`src/rtl/gate_sequencer.sv`:
```
// Control sequencer for a state-vector quantum simulator: walks the gate program,
// handshakes with the gate loader and the multiplier, and writes back each result.
module gate_sequencer #(
    parameter int N         = 2,
    parameter int MAX_GATES = 16,
    parameter int AW        = 4,
    parameter int TIMEOUT   = 255
) (
    input  logic          clk,
    input  logic          reset,
    input  logic          start,
    input  logic [AW:0]   num_gates,
    input  logic          abort,
    output logic          gate_rd,
    output logic [AW-1:0] gate_addr,
    input  logic          gate_vld,
    output logic          mult_go,
    input  logic          mult_done,
    output logic          state_wb,
    output logic          busy,
    output logic          done,
    output logic          err,
    output logic [AW:0]   gates_done
);

    localparam int TW = $clog2(TIMEOUT + 1);
    localparam logic [AW:0]   MAX_CNT  = (AW + 1)'(MAX_GATES);
    localparam logic [TW-1:0] WAIT_END = TW'(TIMEOUT - 1);

    if (N < 1 || (1 << AW) != MAX_GATES) begin : g_param_check
        $error("gate_sequencer: N must be >= 1 and MAX_GATES must equal 2**AW");
    end

    typedef enum logic [2:0] {
        IDLE, FETCH, WAIT_GATE, MULT, WAIT_MULT, WRITEBACK, FINISH
    } state_t;

    state_t        state_q, state_d;
    logic [AW:0]   cnt_q, cnt_d;
    logic [AW:0]   idx_q, idx_d;
    logic [TW-1:0] wait_q, wait_d;
    logic [AW:0]   gates_done_q, gates_done_d;
    logic [AW-1:0] gate_addr_q, gate_addr_d;
    logic          gate_rd_q, gate_rd_d;
    logic          mult_go_q, mult_go_d;
    logic          state_wb_q, state_wb_d;
    logic          busy_q, busy_d;
    logic          done_q, done_d;
    logic          err_q, err_d;
    logic [AW:0]   gd_inc;

    // Strobes decode the current state and appear one cycle later, so a
    // K-gate run reports done 5K+1 cycles after the accepting edge.
    always_comb begin
        state_d      = state_q;
        cnt_d        = cnt_q;
        idx_d        = idx_q;
        wait_d       = wait_q;
        gates_done_d = gates_done_q;
        gate_addr_d  = gate_addr_q;
        err_d        = err_q;
        gate_rd_d    = 1'b0;
        mult_go_d    = 1'b0;
        state_wb_d   = 1'b0;
        done_d       = 1'b0;
        gd_inc       = gates_done_q + (AW + 1)'(1);

        if (state_q != IDLE && abort) begin
            state_d = IDLE;
        end else begin
            unique case (state_q)
                IDLE: begin
                    if (start) begin
                        if (num_gates != '0 && num_gates <= MAX_CNT) begin
                            cnt_d        = num_gates;
                            gates_done_d = '0;
                            idx_d        = '0;
                            err_d        = 1'b0;
                            state_d      = FETCH;
                        end else begin
                            err_d = 1'b1;
                        end
                    end
                end
                FETCH: begin
                    gate_rd_d   = 1'b1;
                    gate_addr_d = idx_q[AW-1:0];
                    wait_d      = '0;
                    state_d     = WAIT_GATE;
                end
                WAIT_GATE: begin
                    if (gate_vld) begin
                        state_d = MULT;
                    end else if (wait_q >= WAIT_END) begin
                        err_d   = 1'b1;
                        state_d = IDLE;
                    end else begin
                        wait_d = wait_q + TW'(1);
                    end
                end
                MULT: begin
                    mult_go_d = 1'b1;
                    wait_d    = '0;
                    state_d   = WAIT_MULT;
                end
                WAIT_MULT: begin
                    if (mult_done) begin
                        state_d = WRITEBACK;
                    end else if (wait_q >= WAIT_END) begin
                        err_d   = 1'b1;
                        state_d = IDLE;
                    end else begin
                        wait_d = wait_q + TW'(1);
                    end
                end
                WRITEBACK: begin
                    state_wb_d   = 1'b1;
                    gates_done_d = gd_inc;
                    idx_d        = idx_q + (AW + 1)'(1);
                    state_d      = (gd_inc == cnt_q) ? FINISH : FETCH;
                end
                FINISH: begin
                    done_d  = 1'b1;
                    state_d = IDLE;
                end
                default: state_d = IDLE;
            endcase
        end

        busy_d = (state_d != IDLE);
    end

    always_ff @(posedge clk or negedge reset) begin
        if (!reset) begin
            state_q      <= IDLE;
            cnt_q        <= '0;
            idx_q        <= '0;
            wait_q       <= '0;
            gates_done_q <= '0;
            gate_addr_q  <= '0;
            gate_rd_q    <= 1'b0;
            mult_go_q    <= 1'b0;
            state_wb_q   <= 1'b0;
            busy_q       <= 1'b0;
            done_q       <= 1'b0;
            err_q        <= 1'b0;
        end else begin
            state_q      <= state_d;
            cnt_q        <= cnt_d;
            idx_q        <= idx_d;
            wait_q       <= wait_d;
            gates_done_q <= gates_done_d;
            gate_addr_q  <= gate_addr_d;
            gate_rd_q    <= gate_rd_d;
            mult_go_q    <= mult_go_d;
            state_wb_q   <= state_wb_d;
            busy_q       <= busy_d;
            done_q       <= done_d;
            err_q        <= err_d;
        end
    end

    assign gate_rd    = gate_rd_q;
    assign gate_addr  = gate_addr_q;
    assign mult_go    = mult_go_q;
    assign state_wb   = state_wb_q;
    assign busy       = busy_q;
    assign done       = done_q;
    assign err        = err_q;
    assign gates_done = gates_done_q;

endmodule

```
`config.mk`:
```
export PLATFORM = sky130hd
export DESIGN_NAME = gate_sequencer
export DESIGN_NICKNAME = d
export VERILOG_FILES = /design/src/rtl/gate_sequencer.sv
export SDC_FILE = /design/constraint.sdc
export NUM_CORES = 1
export LEC_CHECK = 0
export CORE_AREA = 2 2 68 70
export DETAILED_ROUTE_END_ITERATION = 10
export DIE_AREA = 0 0 70 72
export PLACE_DENSITY = 0.74
export SKIP_CTS_REPAIR_TIMING = 1
export SLEW_MARGIN = 20
export SYNTH_ARGS = -nofsm -noshare
export SYNTH_HDL_FRONTEND = slang
export SYNTH_SLANG_ARGS = --single-unit
```
`constraint.sdc`:
```
create_clock -name clk -period 1.6 [get_ports clk]
set_input_delay 0.4 -clock clk [delete_from_list [all_inputs] [get_ports clk]]
set_output_delay 0.4 -clock clk [all_outputs]
set_load 0.005 [all_outputs]
```
==> results of run 1 <==
-- layout make-up --
class / instances / area [um^2] / share of cell area
Clock buffer: 5 / 68.8 / 0.0229
Clock inverter: 3 / 67.6 / 0.0224
Inverter: 5 / 23.8 / 0.00790
Multi-Input combinational cell: 125 / 1120 / 0.371
Sequential cell: 35 / 885 / 0.294
Tap cell: 52 / 65.1 / 0.0216
Timing Repair Buffer: 86 / 783 / 0.260
-- path summary, 6_finish.rpt --
| check | startpoint | end | slack (ns) | cells after the start |
|---|---|---|---|---|
| max in group asynchronous | reset | gates_done[2] | 0.93 | 2 |
| max reg2reg | wait_q[1] | wait_q[5] | -0.1 | 6 |
| min in group asynchronous | reset | mult_go | 0.47 | 2 |
| min | num_gates[2] | cnt_q[2] | 0.36 | 3 |
| min reg2reg | gate_addr[2] | gate_addr[2] | 0.52 | 1 |
| max | wait_q[1] | wait_q[5] | -0.1 | 6 |
-- critical path, delay by kind of cell (launching register included) --
family / cells / cell delay, ns
AO/OA/AOI/OAI: 3 / 0.77
XOR/XNOR: 1 / 0.16
AND/OR/NAND/NOR: 1 / 0.06
flip-flops: 1 / 0.41
adder cells (fa/ha/maj): 1 / 0.18
-- registers in the layout, summed over array words and instances (netlist names) --
register	flops
busy	1
cnt_q	5
done	1
err	1
gate_addr	4
gate_rd	1
gates_done	5
idx_q	4
mult_go	1
state_q	3
state_wb	1
wait_q	8
-- report_power, final --
group	total [mW]	leakage, nW	internal (mW)	switching [mW]
clock	0.969	0.0644	0.622	0.347
combinational	2.16	0.905	1.21	0.946
sequential	1.30	0.455	1.09	0.208
total	4.43	1.43	2.93	1.50
-- per-layer routing --
layer  share of wire  GRT usage
met2            0.51      0.313
met1            0.44      0.216
met4           0.020     0.0726
met5               0          0
met3           0.030     0.0472
-- cells in the final DEF, fill, tap and decap left out, types with 4 or more instances in the layout --
cell and n:
sky130_fd_sc_hd__dfrtp_2 7, sky130_fd_sc_hd__xor2_1 5, sky130_fd_sc_hd__mux2_4 4, sky130_fd_sc_hd__nand2_1 16
sky130_fd_sc_hd__clkbuf_8 5, sky130_fd_sc_hd__nand3_1 4, sky130_fd_sc_hd__dlymetal6s2s_1 9, sky130_fd_sc_hd__xnor2_1 9
sky130_fd_sc_hd__clkdlybuf4s50_1 15, sky130_fd_sc_hd__nor2_1 11, sky130_fd_sc_hd__dfrtp_1 28, sky130_fd_sc_hd__o21ai_1 8
sky130_fd_sc_hd__buf_6 12, sky130_fd_sc_hd__buf_4 48, sky130_fd_sc_hd__mux2_2 4
-- kinds of logic after synthesis --
family | after synthesis
simple gates | 61
compound gates | 36
flops | 35
xor+xnor | 15
buf+inv | 12
mux | 9
fa+ha+maj | 4
-- cells in the mapped netlist, types with 4 or more instances --
cell type | count | area share
sky130_fd_sc_hd__dfrtp_1 | 35 | 0.46
sky130_fd_sc_hd__nand2_1 | 17 | 0.034
sky130_fd_sc_hd__nor2_1 | 12 | 0.024
sky130_fd_sc_hd__xnor2_1 | 10 | 0.046
sky130_fd_sc_hd__o21ai_1 | 7 | 0.019
sky130_fd_sc_hd__a21oi_1 | 5 | 0.013
sky130_fd_sc_hd__nand3_1 | 5 | 0.013
sky130_fd_sc_hd__xor2_1 | 5 | 0.023
sky130_fd_sc_hd__ha_1 | 4 | 0.026
sky130_fd_sc_hd__inv_1 | 4 | 0.0079
sky130_fd_sc_hd__mux2_1 | 4 | 0.024
sky130_fd_sc_hd__mux2_2 | 4 | 0.024
-- stage by stage --
stage / hold slack, ns / util / instances
final: 0.361 / 0.706 / 311
after global routing: 0.382 / 0.706 / 311
after CTS: 0.476 / 0.627 / 295
after detailed placement: 0.498 / 0.595 / 287
after global placement: 0.494 / 0.595 / 287
after floorplan: 0.104 / - / 172
==> results.cfg, run 1 <==
[setup_path]
crit_required_ns = 1.78
max_stage_delay_ns = 0.41
cp-end-kind = register
cp-start-kind = register
critPathArrivalTime_ns = 1.88
critical_path_peak_fanout = 5
path_class = reg2reg
worstPathCellList = ha_4 -> o2111ai_4 -> o21ai_4 -> a2111oi_4 -> xnor2_1 -> nor2_1
critical-path-slowest-cell = sky130_fd_sc_hd__dfrtp_1

[global_route]
grt_pass1_wl_mm = 7.11
grt_pass1_vias = 1626
antenna_found_initial = 0
grt_max_degree = 36
grt_util_all_layers = 0.181
globalRoute.totalOverflow = 0

[routing]
detail_route.first_pass.iterations = 4
detailedRoute.firstIterationViolations = 70
route.detailed.vias_per_inst = 5.14
routed_wire_length_per_instance_um = 15.0
route.antenna.remaining_nets = 0
vias = 1599
remaining_drc_errors = 0
wirelength_mm = 4.66

[cells_and_area]
layout-drive-gt1-share = 0.459
area.growth.synth_to_final_pct = 59.0
finish.instance_area_mm2 = 0.00301
num_antenna_cells = 0
final.fill_count = 306
fin_nets = 273

[outcome]
status = finished with violations
violations_in_the_final_reports = negative setup slack

[floorplan]
initial_utilization = 0.444
die_y_um = 72
fp.dieW_um = 70
die_area_mm2 = 0.00504
core_mm2 = 0.00426
core.rowCount = 24
io-pin-count = 26

[logic_synthesis]
synth_compound_gate_area_share = 0.157
asyncSetResetFlopFracSynth = 1.00
synth_simple_gate_area_frac = 0.193
syn_area_mm2 = 0.00189
synthesis.yosys.warnings = 0
synth_ff_type = sky130_fd_sc_hd__dfrtp_1
syn-instance-count = 172
post_synth_mux_area_share = 0.0529
synth_top_family_by_area = simple AND/OR/NAND/NOR gates
synth.yosys.seq_area_share = 0.463
synth-seq-cells = 35
synth_enable_flop_cells = 0
synth_xor_area_frac = 0.0694
synth-adder-area-share = 0.0264
synthesis.nets = 187
synthDistinctLibCells = 52
synth_area_per_cell_um2 = 11.0

[clock_network]
cts.clk_slew.worst_paths_ns = 0.08
clock_tree_from_tritoncts = done
cts.root.buffer_cell = sky130_fd_sc_hd__clkbuf_8
cts_sinks = 35
cts_buffers = 5
worstSkewPairLatency_ns = 0.29
h-tree-depth = 2
clock_tree.buffer_depth = 2

[sta]
remaining_max_slew_budget_at_the_tightest_pin = 0.783
finClkSkew_ns = 0.00308
achievable-frequency_mhz = 589
worst_slew_pin_slew_ns = 0.325
timing.setup.tns_ns = -0.436
timing_hold_violations_final = 0
period_needed_ns = 1.70
post_route_clock_period_utilization = 1.06
grt_setup_unrepaired = yes
final-setup-viol-count = 9
post-route-worst-setup-slack_ns = -0.0978
finalMaxSlewViolations = 0

[power_and_ir_drop]
power_density_mw_per_mm2 = 1470
leakage_nw = 1.43
ir_drop_v = 0.000806
total_power_mw = 4.43

[min_path]
worstHoldPathType = in2reg

[placement]
io_buffer_count = 25
gp_routability_congestion = 0.831
placement.cell_area_mm2 = 0.00254
post-dp-hpwl_mm = 3.03
dp_slack_ns = -0.613

[flow_run]
max_cap_violations = 0
(Power assumes the default switching activity.)
==> run 2: changes to the inputs <==
--- a/config.mk
+++ b/config.mk
@@ -9,6 +9,7 @@
 export DETAILED_ROUTE_END_ITERATION = 10
 export DIE_AREA = 0 0 70 72
 export PLACE_DENSITY = 0.74
+export SETUP_SLACK_MARGIN = 0.5
 export SKIP_CTS_REPAIR_TIMING = 1
 export SLEW_MARGIN = 20
 export SYNTH_ARGS = -nofsm -noshare
==> run 2 against run 1 <==
  * The flow still finishes with violations (negative setup slack)
  * Highest routed layer unchanged
  * Via count grew 4.1%
  * Cell area grew 1.8%
  * Flip-flop and latch count is the same
  * Largest power group unchanged
  * Sequential power is essentially flat
  * Worst setup slack is essentially flat
==> results.cfg, run 2 (synthesis gave the netlist of run 1 again) <==
[outcome]
status = finished with violations
violations_in_the_final_reports = negative setup slack

[clock_network]
clock_tree_from_tritoncts = done
cts_sinks = 35
clock_tree.buffer_depth = 2
cts.clk_slew.worst_paths_ns = 0.08
h-tree-depth = 2
cts_buffers = 5
cts.root.buffer_cell = sky130_fd_sc_hd__clkbuf_8
worstSkewPairLatency_ns = 0.31

[placement]
io_buffer_count = 25
dp_slack_ns = -0.582
gp_routability_congestion = 0.828
post-dp-hpwl_mm = 3.04
placement.cell_area_mm2 = 0.00258
place_inst = 283

[power_and_ir_drop]
leakage_nw = 1.41
total_power_mw = 4.22
power_density_mw_per_mm2 = 1380
ir_drop_v = 0.000999

[cells_and_area]
layout_common_cells = 37 x sky130_fd_sc_hd__buf_4, 29 x sky130_fd_sc_hd__dfrtp_1, 20 x sky130_fd_sc_hd__buf_6, 12 x sky130_fd_sc_hd__nand2_1, 11 x sky130_fd_sc_hd__nor2_1
flip_flop_count_of_the_largest_register_after_layout = 8
finish.instance_area_mm2 = 0.00307
layout_commonest_cell = sky130_fd_sc_hd__buf_4
fin_nets = 273
top_register = wait_q
area.growth.synth_to_final_pct = 61.9
layout-drive-gt1-share = 0.544
utilization = 0.719
num_antenna_cells = 0
post_layout_nonfiller_instances = 311

[setup_path]
critical_path_cell_count = 7
r2r_cells = 7
path_common_cell = sky130_fd_sc_hd__buf_6
r2r_slack_ns = -0.1
critPathArrivalTime_ns = 1.89
endpoint = wait_q[1]
worst_setup_path_startpoint = state_q[2]
timing.rr.start = state_q[2]
cp-start-kind = register
r2r_end = wait_q[1]
crit_required_ns = 1.79
crit_buf_inv = 2
max_stage_delay_ns = 0.46
critical_path_peak_fanout = 6
critical-path-slowest-cell = sky130_fd_sc_hd__dfrtp_2
worstPathCellList = buf_6 -> o21ai_4 -> nand4_4 -> buf_6 -> or2_4 -> nand3b_1 -> o21ai_1
path_class = reg2reg
cp_top_family = simple AND/OR/NAND/NOR gates
cp-end-kind = register

[floorplan]
die_area_mm2 = 0.00504
die_y_um = 72
initial_utilization = 0.444
core_mm2 = 0.00426
fp.dieW_um = 70
core.rowCount = 24
io-pin-count = 26

[routing]
route.detailed.vias_per_inst = 5.35
routed_wire_length_per_instance_um = 16.5
detailedRoute.firstIterationViolations = 115
wirelength_mm = 5.14
detail_route.first_pass.iterations = 4
route.antenna.remaining_nets = 0
vias = 1664
remaining_drc_errors = 0

[sta]
post-route-worst-setup-slack_ns = -0.0983
final-setup-viol-count = 20
finalMaxSlewViolations = 0
remaining_max_slew_budget_at_the_tightest_pin = 0.745
finClkSkew_ns = 0.00671
grt_setup_unrepaired = yes
timing_hold_violations_final = 0
timing.setup.tns_ns = -0.719
period_needed_ns = 1.70
achievable-frequency_mhz = 589
post_route_clock_period_utilization = 1.06
worst_slew_pin_slew_ns = 0.381
fin_worst_hold_slack_ns = 0.388

[global_route]
globalRoute.totalOverflow = 0
grt.met1_usage = 0.238
global_route.usage.met2 = 0.295
met3_usage_in_global_routing = 0.0569
grt_pass1_vias = 1500
grt_pass1_wl_mm = 7.21
antenna_found_initial = 0
busiest_layer = met2
grt_max_degree = 36
grt_util_all_layers = 0.185

[min_path]
hold-path-cell-count = 2
worstHoldPathType = in2reg

[flow_run]
max_cap_violations = 0
## run 2: routing by layer
metal | routed length (um) | part of all wire | vias to the layer above
met2 | 2580 | 0.50 | 45
met1 | 2180 | 0.42 | 820
met5 | 0 | 0 | -
met4 | 127 | 0.025 | 0
li1 | - | - | 785
met3 | 248 | 0.048 | 14
## run 2: worst min-delay path by stage
stage | end | from
floorplan | busy | reset
global placement | err | err
detailed placement | gate_addr[0] | gate_addr[0]
CTS | done | reset
global route | cnt_q[0] | num_gates[0]
finish | cnt_q[0] | num_gates[0]
## run 2: report_power, final
group,total (mW),switching [mW],internal (mW)
sequential,1.31,0.218,1.09
clock,0.699,0.387,0.312
combinational,2.21,0.983,1.23
## run 2: final cells by class
cell class | instances | area (um^2)
inverters | 5 | 28.8
multi-input cells | 125 | 1180
flip-flops and latches | 35 | 883
clock buffers | 5 | 68.8
repair buffers | 86 | 811
well taps | 52 | 65.1
clock inverters | 3 | 23.8
fillers | 286 | 1200
==> run 3: changes to the inputs <==
--- a/config.mk
+++ b/config.mk
@@ -5,9 +5,11 @@
 export SDC_FILE = /design/constraint.sdc
 export NUM_CORES = 1
 export LEC_CHECK = 0
-export CORE_AREA = 2 2 68 70
+export CAP_MARGIN = 20
+export CORE_AREA = 8 8 74 76
+export CTS_CLUSTER_SIZE = 20
 export DETAILED_ROUTE_END_ITERATION = 10
-export DIE_AREA = 0 0 70 72
+export DIE_AREA = 0 0 82 84
 export PLACE_DENSITY = 0.74
 export SETUP_SLACK_MARGIN = 0.5
 export SKIP_CTS_REPAIR_TIMING = 1
==> run 3 against run 2 <==
  * The run still ends with negative setup slack left
  * Cell count stayed put
  * Critical path depth is 1 lower
  * First-iteration DRC count is 40% lower
  * Count of clock-buffer cells in the layout is 1 higher
  * Via count is 4.0% lower
  * Maximum frequency is 0.26% lower
==> results.cfg, run 3 (synthesis gave the netlist of run 1 again) <==
[setup_path]
cp-end-kind = register
crit_required_ns = 1.79
max_stage_delay_ns = 0.41
path_class = reg2reg
crit_buf_inv = 1
cp-start-kind = register
critical_path_peak_fanout = 5
critical-path-slowest-cell = sky130_fd_sc_hd__dfrtp_1
worstPathCellList = buf_4 -> o2111ai_4 -> o221ai_4 -> nor4b_4 -> xnor2_1 -> nor2_1
cp_top_family = compound AO/OA/AOI/OAI gates
critPathArrivalTime_ns = 1.89

[sta]
remaining_max_slew_budget_at_the_tightest_pin = 0.717
final-setup-viol-count = 11
fin_worst_hold_slack_ns = 0.419
period_needed_ns = 1.70
worst_slew_pin_slew_ns = 0.424
grt_setup_unrepaired = yes
post_route_clock_period_utilization = 1.06
achievable-frequency_mhz = 587
timing_hold_violations_final = 0
finClkSkew_ns = 0.00776
post-route-worst-setup-slack_ns = -0.103
finalMaxSlewViolations = 0

[global_route]
globalRoute.totalOverflow = 0
grt_util_all_layers = 0.130
grt_pass1_wl_mm = 7.18
grt_pass1_vias = 1583
antenna_found_initial = 0
grt_max_degree = 36

[cells_and_area]
fin_nets = 273
layout_commonest_cell = sky130_fd_sc_hd__buf_4
layout_common_cells = 43 x sky130_fd_sc_hd__buf_4, 28 x sky130_fd_sc_hd__dfrtp_1, 18 x sky130_fd_sc_hd__buf_6, 11 x sky130_fd_sc_hd__nand2_1, 11 x sky130_fd_sc_hd__nor2_1
flip_flop_count_of_the_largest_register_after_layout = 8
top_register = wait_q
area.growth.synth_to_final_pct = 59.9
num_antenna_cells = 0
layout-drive-gt1-share = 0.517
utilization = 0.710

[placement]
io_buffer_count = 25
gp_routability_congestion = 0.813
post-dp-hpwl_mm = 3.09

[clock_network]
h-tree-depth = 2
cts.clk_slew.worst_paths_ns = 0.08
clock_tree.buffer_depth = 2
clock_tree_from_tritoncts = done
cts.root.buffer_cell = sky130_fd_sc_hd__clkbuf_8
worstSkewPairLatency_ns = 0.29
cts_sinks = 35
cts_buffers = 5

[routing]
vias = 1598
detail_route.first_pass.iterations = 4
route.antenna.remaining_nets = 0
routed_wire_length_per_instance_um = 15.8
remaining_drc_errors = 0
wirelength_mm = 4.92
detailedRoute.firstIterationViolations = 69
route.detailed.vias_per_inst = 5.14

[power_and_ir_drop]
leakage_nw = 1.43
total_power_mw = 4.20
power_density_mw_per_mm2 = 1390
ir_drop_v = 0.000846

[outcome]
status = finished with violations
violations_in_the_final_reports = negative setup slack

[floorplan]
io-pin-count = 26
core.rowCount = 24
die_y_um = 84
fp.dieW_um = 82
initial_utilization = 0.444
die_area_mm2 = 0.00689
core_mm2 = 0.00426

[flow_run]
max_cap_violations = 0

[min_path]
worstHoldPathType = in2reg
run 3: tightest hold or removal path, delay by kind of cell:
kind,cells,cell delay (ns)
AO/OA/AOI/OAI,1,0.04
AND/OR/NAND/NOR,1,0.04
buffers and inverters,2,0.19
run 3: path summary, 6_finish.rpt:
check	from	to	slack (ns)	cells after the start
min in group asynchronous	reset	wait_q[0]	0.47	2
worst max register to register	wait_q[1]	wait_q[3]	-0.10	6
worst min-delay path	num_gates[2]	cnt_q[2]	0.42	4
worst min register to register	gate_addr[0]	gate_addr[0]	0.51	1
max in group asynchronous	reset	state_q[2]	0.91	2
worst max-delay path	wait_q[1]	wait_q[3]	-0.10	6
run 3: cell type report:
cell class,count,area [um^2]
clock buffers,6,82.6
clock inverters,2,35.0
fillers,299,1240
inverters,5,26.3
multi-input cells,125,1160
flip-flops and latches,35,885
well taps,52,65.1
repair buffers,86,776
run 3: metal layers:
layer,share of wire,track usage
met5,0,0
met4,0.027,0.0479
met3,0.036,0.0291
met2,0.51,0.207
met1,0.43,0.164
run 3: where the power goes:
part	switching (mW)	leakage (nW)	internal (mW)
Combinational	0.934	0.911	1.14
Clock	0.322	0.0612	0.504
Sequential	0.207	0.455	1.09
run 3: through the flow:
step / std cells / worst slack [ns] / area (um^2) / TNS, ns
finish: 311 / -0.103 / 3030 / -0.590
detailed placement: 286 / -0.578 / 2610 / -13.14
floorplan: 172 / -0.0428 / 1990 / -0.141
global route: 311 / -0.220 / 3030 / -1.98
global placement: 286 / -0.523 / 2610 / -11.85
CTS: 294 / -0.281 / 2730 / -4.76
